**config.mk**
```make
export PLATFORM = sky130hd
export DESIGN_NAME = non_circular_fifo
export DESIGN_NICKNAME = d
export VERILOG_FILES = /design/src/rtl/non_circular_fifo.sv
export SDC_FILE = /design/constraint.sdc
export NUM_CORES = 1
export LEC_CHECK = 0
export BUFFER_PORTS_ARGS = -buffer_cell sky130_fd_sc_hd__buf_2
export CORE_ASPECT_RATIO = 1.1
export CORE_MARGIN = 2
export CORE_UTILIZATION = 55
export DETAILED_ROUTE_END_ITERATION = 10
export PLACE_DENSITY = 0.78
export SLEW_MARGIN = 40
export SYNTH_ARGS = -nofsm -noshare
export SYNTH_HDL_FRONTEND = slang
export SYNTH_SLANG_ARGS = --single-unit
```
**constraint.sdc**
```tcl
create_clock -name clk -period 2.3 [get_ports clk]
set_clock_uncertainty 0.1 [all_clocks]
set_input_delay 0.23 -clock clk [delete_from_list [all_inputs] [get_ports clk]]
set_output_delay 0.23 -clock clk [all_outputs]
set_load 0.01 [all_outputs]
```
**src/rtl/non_circular_fifo.sv**
```systemverilog
// Linear burst buffer: slots fill 0..RAM_DEPTH-1 once, pointers rewind only on full drain.
// Optional sticky overflow/underflow outputs are enabled by defining NCF_ERROR_FLAGS_EN.
module non_circular_fifo #(
  parameter int DATA_WIDTH = 8,
  parameter int ADDR_WIDTH = 2,
  parameter int RAM_DEPTH  = 1 << ADDR_WIDTH
) (
  input  logic                  clk,
  input  logic                  reset,
  input  logic                  wr_cs,
  input  logic                  wr_en,
  input  logic                  rd_cs,
  input  logic                  rd_en,
  input  logic [DATA_WIDTH-1:0] data_in,
  output logic [DATA_WIDTH-1:0] data_out,
  output logic                  full,
  output logic                  empty,
  output logic [ADDR_WIDTH:0]   data_counter_out,
  output logic [ADDR_WIDTH-1:0] wr_pointer_out,
  output logic [ADDR_WIDTH-1:0] rd_pointer_out
`ifdef NCF_ERROR_FLAGS_EN
  ,
  output logic                  overflow,
  output logic                  underflow
`endif
);

  localparam logic [ADDR_WIDTH-1:0] LAST_SLOT = ADDR_WIDTH'(RAM_DEPTH - 1);
  localparam logic [ADDR_WIDTH-1:0] PTR_ONE   = 1;
  localparam logic [ADDR_WIDTH:0]   CNT_ONE   = 1;

  logic [DATA_WIDTH-1:0] mem_q [RAM_DEPTH];

  logic [ADDR_WIDTH-1:0] wr_ptr_q, wr_ptr_d;
  logic [ADDR_WIDTH-1:0] rd_ptr_q, rd_ptr_d;
  logic                  wr_end_q, wr_end_d;
  logic                  rd_end_q, rd_end_d;
  logic [ADDR_WIDTH:0]   cnt_q, cnt_d;
  logic [DATA_WIDTH-1:0] dout_q, dout_d;

  logic wr_req, rd_req;
  logic wr_acc, rd_acc;
  logic is_empty;
  logic drain;

  assign wr_req   = wr_cs & wr_en;
  assign rd_req   = rd_cs & rd_en;
  assign is_empty = (cnt_q == '0);
  assign wr_acc   = wr_req & ~wr_end_q;
  assign rd_acc   = rd_req & ~is_empty;
  // Last unread word leaves with no refill arriving: rewind the whole buffer.
  assign drain    = rd_acc & ~wr_acc & (cnt_q == CNT_ONE);

  always_comb begin
    wr_ptr_d = wr_ptr_q;
    rd_ptr_d = rd_ptr_q;
    wr_end_d = wr_end_q;
    rd_end_d = rd_end_q;
    cnt_d    = cnt_q;
    dout_d   = dout_q;

    if (wr_acc) begin
      if (wr_ptr_q == LAST_SLOT) begin
        wr_end_d = 1'b1;
      end else begin
        wr_ptr_d = wr_ptr_q + PTR_ONE;
      end
    end

    if (rd_acc) begin
      dout_d = mem_q[rd_ptr_q];
      if (rd_ptr_q == LAST_SLOT) begin
        rd_end_d = 1'b1;
      end else begin
        rd_ptr_d = rd_ptr_q + PTR_ONE;
      end
    end

    unique case ({wr_acc, rd_acc})
      2'b10:   cnt_d = cnt_q + CNT_ONE;
      2'b01:   cnt_d = cnt_q - CNT_ONE;
      default: cnt_d = cnt_q;
    endcase

    if (drain) begin
      wr_ptr_d = '0;
      rd_ptr_d = '0;
      wr_end_d = 1'b0;
      rd_end_d = 1'b0;
    end
  end

  always_ff @(posedge clk or posedge reset) begin
    if (reset) begin
      wr_ptr_q <= '0;
      rd_ptr_q <= '0;
      wr_end_q <= 1'b0;
      rd_end_q <= 1'b0;
      cnt_q    <= '0;
      dout_q   <= '0;
    end else begin
      wr_ptr_q <= wr_ptr_d;
      rd_ptr_q <= rd_ptr_d;
      wr_end_q <= wr_end_d;
      rd_end_q <= rd_end_d;
      cnt_q    <= cnt_d;
      dout_q   <= dout_d;
    end
  end

  // Storage is never reset; only the control state decides what is valid.
  always_ff @(posedge clk) begin
    if (wr_acc) begin
      mem_q[wr_ptr_q] <= data_in;
    end
  end

  assign data_out         = dout_q;
  assign full             = wr_end_q;
  assign empty            = is_empty;
  assign data_counter_out = cnt_q;
  assign wr_pointer_out   = wr_ptr_q;
  assign rd_pointer_out   = rd_ptr_q;

`ifdef NCF_ERROR_FLAGS_EN
  logic ovf_q, ovf_d;
  logic udf_q, udf_d;

  always_comb begin
    ovf_d = ovf_q | (wr_req & wr_end_q);
    udf_d = udf_q | (rd_req & is_empty);
  end

  always_ff @(posedge clk or posedge reset) begin
    if (reset) begin
      ovf_q <= 1'b0;
      udf_q <= 1'b0;
    end else begin
      ovf_q <= ovf_d;
      udf_q <= udf_d;
    end
  end

  assign overflow  = ovf_q;
  assign underflow = udf_q;
`endif

endmodule

```
==> results of run 1 <==
[sequential cells by signal, indices dropped and copies added, names as in the netlist]
register	count
mem_q	32
data_out	8
data_counter_out	3
rd_pointer_out	2
wr_pointer_out	2
full	1
[power by group]
part / total [mW] / switching, mW / leakage, nW / internal, mW
combinational: 0.895 / 0.425 / 0.433 / 0.469
sequential: 1.25 / 0.143 / 0.480 / 1.11
clock: 0.491 / 0.264 / 0.0428 / 0.227
[kinds of logic after synthesis]
group	Yosys count	synth area share, %
AO/OA/AOI/OAI	7	1.82
XOR/XNOR	4	1.76
adder cells (fa/ha/maj)	10	6.27
buffers and inverters	11	2.45
flip-flops	48	68.3
multiplexers	17	14.1
AND/OR/NAND/NOR	19	5.40
[per-layer routing]
metal  vias up  track usage (%)
met5         -                0
met4         0             8.78
met3         9             6.90
met2        22             32.2
met1       563             20.6
li1        512                -
[worst min path at each step]
stage	to	cells after the start
finish	full$_DFFE_PP0P_	3
global route	full$_DFFE_PP0P_	3
CTS	full$_DFFE_PP0P_	3
detailed placement	data_out[1]$_DFFE_PP0P_	2
global placement	data_out[1]$_DFFE_PP0P_	2
floorplan	data_counter_out[0]$_DFFE_PP0P_	1
[worst register-to-register path, delay by kind of cell, from the launching register on]
family,cells,cell delay (ns)
fa+ha+maj,3,0.62
flops,1,0.45
simple gates,3,0.55
buf+inv,2,0.14
[final cells by class]
class	count	area, sq um	area share (%)
clock inverters	3	42.5	1.79
inverters	8	30.0	1.27
multi-input cells	57	584	24.6
flip-flops and latches	48	1360	57.4
clock buffers	5	37.5	1.58
repair buffers	41	255	10.8
well taps	48	60.1	2.53
[stage by stage]
step | cell area, sq um | util (%) | power, mW | hold slack (ns)
final | 2370 | 69.5 | 2.64 | 0.0238
after global routing | 2370 | 69.5 | 2.82 | 0.0279
after CTS | 2370 | 69.5 | 2.67 | 0.00945
after detailed placement | 2200 | 64.5 | 2.17 | 0.244
after global placement | 2200 | 64.5 | 2.12 | 0.251
after floorplan | 1990 | - | 1.87 | 0.0437
[repair_timing]
item,4_1_cts,5_1_grt
setup endpoints to repair,0,0
endpoints found under the hold margin,48,0
hold buffers,9,0
[cells in the final DEF, fill, tap and decap left out]
| cell type | instances |
|---|---|
| a21oi_1 | 2 |
| a31oi_1 | 1 |
| and2_1 | 4 |
| and3_1 | 1 |
| and4bb_2 | 2 |
| buf_2 | 30 |
| buf_4 | 2 |
| bufinv_16 | 1 |
| clkbuf_4 | 5 |
| clkinv_1 | 1 |
| clkinv_4 | 1 |
| dfrtp_1 | 16 |
| dlygate4sd3_1 | 9 |
| edfxtp_1 | 32 |
| ha_1 | 10 |
| inv_1 | 8 |
| mux2_2 | 8 |
| mux2i_1 | 1 |
| mux4_2 | 8 |
| nand2_1 | 3 |
| nand3b_1 | 1 |
| nor2_1 | 7 |
| nor2b_1 | 1 |
| o21ai_0 | 4 |
| xnor2_1 | 4 |
==> impl_metrics.ini, run 1 <==
[worst_setup_path]
crit_buf_inv = 2
reg2reg_to = wr_pointer_out[0]$_DFFE_PP0P_
cp_max_fo = 5
startpoint = data_counter_out[0]$_DFFE_PP0P_
crit_arrival_ns = 2.14
start_kind = register
required_ns = 2.47
critPathKind = register to register
path_delay_family = adder cells
cp_num_cells = 8
slowest_delay_ns = 0.45
crit_chain = inv_1, ha_1, ha_1, nand3b_1, inv_1, ha_1, and3_1, nor2_1
crit_end = wr_pointer_out[0]$_DFFE_PP0P_
slowest_stage = dfrtp_1
regToRegSetupSlack_ns = 0.34
r2r-start = data_counter_out[0]$_DFFE_PP0P_
r2r_cells = 8
end_kind = register
cp_common_cell = ha_1

[detailed_routing]
met3_length_microns = 122
vias_per_cell = 5.27
wl_met1_microns = 1370
drc_errors = 0
vias = 1106
wl_met2_microns = 1780
routed_wl_microns = 3340
routed.top_layer = met4
first_iter_violations = 33
ant_nets = 0
wl_per_cell_microns = 15.9
first_pass_iters = 4

[place]
port_buffers = 30
dp_cells = 193
place_ws_ns = 0.353
hpwlAfterDp_microns = 2290
place_congestion = 0.726

[logic_synthesis]
async_flop_share_pct = 33.3
synth.top_cells.by_area = edfxtp_1 (48%), dfrtp_1 (20%), mux4_2 (9.0%)
synth_nets = 140
yosysMostFrequentCell = edfxtp_1
synthFlopType = edfxtp_1
yosysWarningCount = 0
synth_edf_count = 32
synth_top_area_share_pct = 48.2
ys_seq_area_share_pct = 68.3
syn_inst = 116
post-synth-top-area-cell = edfxtp_1
synth_cell_types = 20
syn_area_sq_um = 1990
ys_seq_elements = 48
syn_avg_cell_area_sq_um = 17.2
netlist_top_cells_count = edfxtp_1 (32), dfrtp_1 (16), ha_1 (10)

[sta]
worst_pin_slew_ns = 0.632
final.setup.worst_slack_ns = 0.336
fin_crit_ns = 1.96
fin_crit_sh_pct = 85.4
max_freq_ghz = 0.509
slew_headroom_pct = 57.8
finalSetupTns_ns = 0
setup_viol = 0
grt_setup_unrepaired = no
maxSlewViolCount = 0
hold_viol = 0

[finish]
area_delta_synth_final_pct = 18.9
fin_nets = 185
fillers = 248
n_antenna_cell = 0
drive_gt1_share_pct = 35.2
final_cells = 210

[clock_network]
cts-root-buf = clkbuf_4
ctsResizeCount = 0
insertion_delay_ns = 0.37
cts.clk_slew.worst_paths_ns = 0.14
cts-htree-levels = 2
post_cts_buffers = 0
cts_buffers = 5
cts_sinks = 48
cts_tree = done
clockBufferDepth = 2

[floorplan]
core_area_sq_um = 3410
io_pins = 31
die_h_microns = 67.2
die_w_microns = 61.4
die_area_sq_um = 4120
row_count = 22
floorplan.initialDensity_pct = 58.4

[global_route]
grt_usage_pct = 18.8
grt_pass1_wl_microns = 5130
antenna_found_initial = 0
grt_max_degree = 17
grt_pass1_vias = 1129
grt.overflow.total = 0

[flow_run]
cap_viol_max_count = 0

[power]
leakage_nw = 0.956
ir_drop_v = 0.000560
powerDensity_nw_per_um2 = 1110

[min_path]
hp-start = wr_en
hold_path_class = input pin to register

[run_status]
outcome = finished clean
No activity file was read; power rests on OpenSTA's default activity.
==> run 2: changes to the inputs <==
--- a/config.mk
+++ b/config.mk
@@ -7,7 +7,6 @@
 export LEC_CHECK = 0
 export BUFFER_PORTS_ARGS = -buffer_cell sky130_fd_sc_hd__buf_2
 export CORE_ASPECT_RATIO = 1.1
-export CORE_MARGIN = 2
 export CORE_UTILIZATION = 55
 export DETAILED_ROUTE_END_ITERATION = 10
 export PLACE_DENSITY = 0.78
==> constraint.sdc (replaced) <==
create_clock -name clk -period 2 [get_ports clk]
set_clock_uncertainty 0.1 [all_clocks]
set_input_delay 0.2 -clock clk [delete_from_list [all_inputs] [get_ports clk]]
set_output_delay 0.2 -clock clk [all_outputs]
set_load 0.01 [all_outputs]
==> run 2 against run 1 <==
Against the previous run: register-to-register slack got worse by 0.19 ns; critical path depth unchanged; worst setup slack worse by 0.19 ns; largest power group unchanged.
==> impl_metrics.ini, run 2 (same netlist as run 1, synthesis figures left out) <==
[run_status]
outcome = finished clean

[place]
dp_cells = 193
hpwlAfterDp_microns = 2200
place_congestion = 0.784
place_ws_ns = 0.0929
port_buffers = 30

[sta]
fin_crit_sh_pct = 92.5
holdWs_ns = 0.0388
grt_setup_unrepaired = no
worst_pin_slew_ns = 0.648
finalSetupTns_ns = 0
final.setup.worst_slack_ns = 0.151
hold_viol = 0
slew_headroom_pct = 56.8
max_freq_ghz = 0.541
fin_crit_ns = 1.85
setup_viol = 0
maxSlewViolCount = 0

[power]
ir_drop_v = 0.000726
leakage_nw = 0.961
powerDensity_nw_per_um2 = 1280

[worst_setup_path]
regToRegSetupSlack_ns = 0.15
required_ns = 2.16
crit_arrival_ns = 2.01
crit_end = wr_pointer_out[0]$_DFFE_PP0P_
r2r_cells = 8
end_kind = register
reg2reg_to = wr_pointer_out[0]$_DFFE_PP0P_
start_kind = register
r2r-start = data_counter_out[1]$_DFFE_PP0P_
cp_max_fo = 5
critPathKind = register to register
startpoint = data_counter_out[1]$_DFFE_PP0P_

[detailed_routing]
wl_per_cell_microns = 15.1
first_iter_violations = 24
ant_nets = 0
drc_errors = 0
vias = 1082
first_pass_iters = 4
routed_wl_microns = 3180
vias_per_cell = 5.13

[clock_network]
cts-root-buf = clkbuf_4
cts_tree = done
cts-htree-levels = 2
cts.clk_slew.worst_paths_ns = 0.14
insertion_delay_ns = 0.35
clockBufferDepth = 2
cts_buffers = 5
cts_sinks = 48

[finish]
drive_gt1_share_pct = 38.0
area_delta_synth_final_pct = 19.8
n_antenna_cell = 0
mostFrequentLayoutCells = edfxtp_1 (32), buf_2 (30), dfrtp_1 (15), ha_1 (9), dlygate4sd3_1 (9)
largest_reg_flops = 32
fillers = 231
regMostFlops = mem_q
utilization_pct = 70.5
fin_nets = 186
layout_commonest_cell = edfxtp_1
final_cells = 211

[global_route]
grt_pass1_vias = 1135
grt_usage_pct = 19.5
antenna_found_initial = 0
grt_pass1_wl_microns = 5160
grt_max_degree = 17
grt.overflow.total = 0

[floorplan]
die_area_sq_um = 3870
core_area_sq_um = 3390
floorplan.initialDensity_pct = 58.9
die_h_microns = 65.2
die_w_microns = 59.4
row_count = 22
io_pins = 31

[min_path]
hold_path_class = input pin to register

[flow_run]
cap_viol_max_count = 0
run 2: cell count changes in the layout (fill, tap and decap cells not counted), sizes merged:
cell / change
buf: +1
run 2: what timing repair did:
action | in CTS | in global routing
hold buffers | 9 | 0
endpoints found under the setup margin | 0 | 6
setup buffers | 0 | 1
gates resized for setup | 0 | 3
hold endpoints to repair | 48 | 0
run 2: worst min-delay path by stage:
stage | startpoint | end | slack, ns | cells after the start
CTS | wr_cs | full$_DFFE_PP0P_ | 0.02 | 3
global placement | reset | data_counter_out[1]$_DFFE_PP0P_ | 0.21 | 2
global route | wr_cs | full$_DFFE_PP0P_ | 0.05 | 3
detailed placement | reset | wr_pointer_out[0]$_DFFE_PP0P_ | 0.22 | 2
finish | wr_en | full$_DFFE_PP0P_ | 0.04 | 3
floorplan | reset | data_counter_out[1]$_DFFE_PP0P_ | 0.01 | 1
run 2: where the power goes:
group,total (mW),leakage [nW],switching [mW],internal [mW]
logic,1.03,0.436,0.480,0.554
clock network,0.567,0.0454,0.300,0.268
registers,1.45,0.479,0.167,1.28
run 2: critical path, cell delays in order, from the launching register on:
cell	delay (ns)
dfrtp_1	0.42
inv_1	0.09
ha_1	0.19
ha_1	0.19
nand3b_1	0.17
inv_1	0.07
ha_2	0.21
and3_2	0.25
nor2_1	0.07
run 2: metal layers:
layer  vias up  wire length (microns)  GRT usage [%]
met5         -                      0              0
met4         0                     67           10.4
met3         7                    124           4.53
met2        28                   1740           33.3
met1       532                   1250           22.5
li1        515                      -              -
run 2: layout make-up:
type | instances | area (sq um) | share of cell area [%]
timing repair buffer | 42 | 263 | 11.0
clock inverter | 3 | 47.5 | 1.99
tap | 48 | 60.1 | 2.51
multi-input combinational | 57 | 588 | 24.6
inverter | 8 | 30.0 | 1.26
clock buffer | 5 | 37.5 | 1.57
sequential | 48 | 1360 | 57.0
run 2: through the flow:
| step | cell area, sq um | power, mW |
|---|---|---|
| after floorplan | 2000 | 2.15 |
| after global placement | 2200 | 2.44 |
| after detailed placement | 2200 | 2.49 |
| after CTS | 2380 | 3.07 |
| after global routing | 2390 | 3.26 |
| final | 2390 | 3.05 |
==> run 3: changes to the inputs <==
--- a/config.mk
+++ b/config.mk
@@ -6,10 +6,11 @@
 export NUM_CORES = 1
 export LEC_CHECK = 0
 export BUFFER_PORTS_ARGS = -buffer_cell sky130_fd_sc_hd__buf_2
+export CAP_MARGIN = 40
 export CORE_ASPECT_RATIO = 1.1
-export CORE_UTILIZATION = 55
+export CORE_UTILIZATION = 59
 export DETAILED_ROUTE_END_ITERATION = 10
-export PLACE_DENSITY = 0.78
+export PLACE_DENSITY = 0.82
 export SLEW_MARGIN = 40
 export SYNTH_ARGS = -nofsm -noshare
 export SYNTH_HDL_FRONTEND = slang
==> constraint.sdc (replaced) <==
create_clock -name clk -period 2.2 [get_ports clk]
set_clock_uncertainty 0.1 [all_clocks]
set_input_delay 0.22 -clock clk [delete_from_list [all_inputs] [get_ports clk]]
set_output_delay 0.22 -clock clk [all_outputs]
set_load 0.01 [all_outputs]
==> run 3 against run 2 <==
Against the previous run: the flow now finishes with violations (DRC); critical path depth did not move; cell area fell by 1.5%; sequential power fell by 10%; fmax fell by 5.9%; largest cell class unchanged.
==> impl_metrics.ini, run 3 (same netlist as run 1, synthesis figures left out) <==
[finish]
largest_reg_flops = 32
mostFrequentLayoutCells = edfxtp_1 (32), buf_2 (30), dfrtp_1 (16), ha_1 (10), dlygate4sd3_1 (9)
area_delta_synth_final_pct = 18.0
utilization_pct = 75.3
layout_commonest_cell = edfxtp_1
drive_gt1_share_pct = 35.8
regMostFlops = mem_q
n_antenna_cell = 0
final_area_sq_um = 2350
final_cells = 196
fin_nets = 185

[place]
placed_area_sq_um = 2180
dp_cells = 179
place_congestion = 0.747
hpwlAfterDp_microns = 2170
port_buffers = 30

[sta]
maxSlewViolCount = 0
slew_headroom_pct = 56.5
fin_crit_ns = 1.96
grt_setup_unrepaired = no
worst_pin_slew_ns = 0.652
max_freq_ghz = 0.509
hold_viol = 0
fin_crit_sh_pct = 89.3
finalSetupTns_ns = 0
setup_viol = 0

[power]
ir_drop_v = 0.000616
p_int_mw = 1.89
power_frac_clock_pct = 18.5
share_comb_of_total_power_pct = 33.7
p_switching_uw = 840
leakage_nw = 0.954
power_frac_seq_pct = 47.7
power_mw = 2.73
powerDensity_nw_per_um2 = 1160
swShare_pct = 30.8

[clock_network]
insertion_delay_ns = 0.36
cts_tree = done
post_cts_buffers = 0
cts_buffers = 5
cts.clk_slew.worst_paths_ns = 0.14
cts-htree-levels = 2
cts_sinks = 48
cts-root-buf = clkbuf_4
clockBufferDepth = 2

[worst_setup_path]
crit_chain = inv_1, ha_1, ha_1, nand3b_1, inv_1, ha_1, and3_1, nor2_1
end_kind = register
slowest_delay_ns = 0.44
path_delay_family = adder cells
r2r_cells = 8
slowest_stage = dfrtp_1
critPathKind = register to register
required_ns = 2.36
crit_arrival_ns = 2.13
crit_buf_inv = 2
cp_max_fo = 5
cp_common_cell = ha_1
start_kind = register
cp_num_cells = 8

[detailed_routing]
first_iter_violations = 32
drc_errors = 2
vias_per_cell = 5.59
first_pass_iters = 7
ant_nets = 0
routed_wl_microns = 3130
wl_per_cell_microns = 16.0
vias = 1095

[floorplan]
die_w_microns = 57.4
io_pins = 31
floorplan.initialDensity_pct = 63.8
core_area_sq_um = 3130
die_h_microns = 63.0
die_area_sq_um = 3620
row_count = 21

[min_path]
min_path_cells = 3
hold_path_class = input pin to register

[global_route]
grt_max_degree = 17
antenna_found_initial = 0
grt_pass1_wl_microns = 5430
grt.overflow.total = 0
grt_pass1_vias = 1156
grt_usage_pct = 21.1

[flow_run]
cap_viol_max_count = 0

[run_status]
violations = DRC
outcome = finished with violations
[run 3: cell count changes in the layout (fill, tap and decap cells not counted), sizes merged]
cell	before	now
clkinvlp	0	1
clkinv	2	1
buf	33	32
[run 3: what timing repair did]
action | in CTS | in global routing
resized for setup | 0 | 0
hold buffers | 9 | 0
hold endpoints to repair | 48 | 0
[run 3: path summary, 6_finish.rpt]
path	start	endpoint	slack, ns
setup / recovery	data_counter_out[0]$_DFFE_PP0P_	wr_pointer_out[1]$_DFFE_PP0P_	0.24
hold / removal	wr_en	full$_DFFE_PP0P_	0.03
setup reg to reg	data_counter_out[0]$_DFFE_PP0P_	wr_pointer_out[1]$_DFFE_PP0P_	0.24
hold reg to reg	data_out[2]$_DFFE_PP0P_	data_out[2]$_DFFE_PP0P_	0.42
max in group asynchronous	reset	data_out[5]$_DFFE_PP0P_	1.18
min in group asynchronous	reset	data_out[6]$_DFFE_PP0P_	0.39
[run 3: metal layers]
metal,share of wire (%),GRT usage [%],vias to the layer above
met5,0,0,-
met4,1.7,7.32,0
met3,3.1,6.21,6
met2,56,36.8,26
met1,40,24.5,547
li1,-,-,516
[run 3: layout make-up]
type                            instances  area, sq um
Clock inverter                          3         42.5
Tap cell                               34         42.5
Inverter                                8         30.0
Timing Repair Buffer                   41          255
Sequential cell                        48         1360
Multi-Input combinational cell         57          584
Clock buffer                            5         37.5
Fill cell                             190          773
[run 3: power by group through the flow]
stage	sequential, mW	combinational, mW	clock (mW)
after global routing	1.33	1.04	0.547
after floorplan	1.36	0.591	0
after detailed placement	1.32	0.933	0
after CTS	1.30	0.944	0.514
after global placement	1.31	0.896	0
final	1.30	0.920	0.505
[run 3: worst register-to-register path, stage by stage, from the launching register on]
cell and delay, ns:
dfrtp_1 0.44, inv_1 0.07, ha_1 0.19, ha_1 0.20, nand3b_1 0.18, inv_1 0.08, ha_1 0.23, and3_1 0.30
nor2_1 0.08
[run 3: metrics by stage]
step / hold WS (ns) / setup slack (ns)
5_1_grt: 0.0339 / 0.0779
3_5_place_dp: 0.252 / 0.238
6_report: 0.0283 / 0.235
3_3_place_gp: 0.238 / 0.360
2_1_floorplan: 0.0337 / 0.0418
4_1_cts: 0.0199 / 0.219
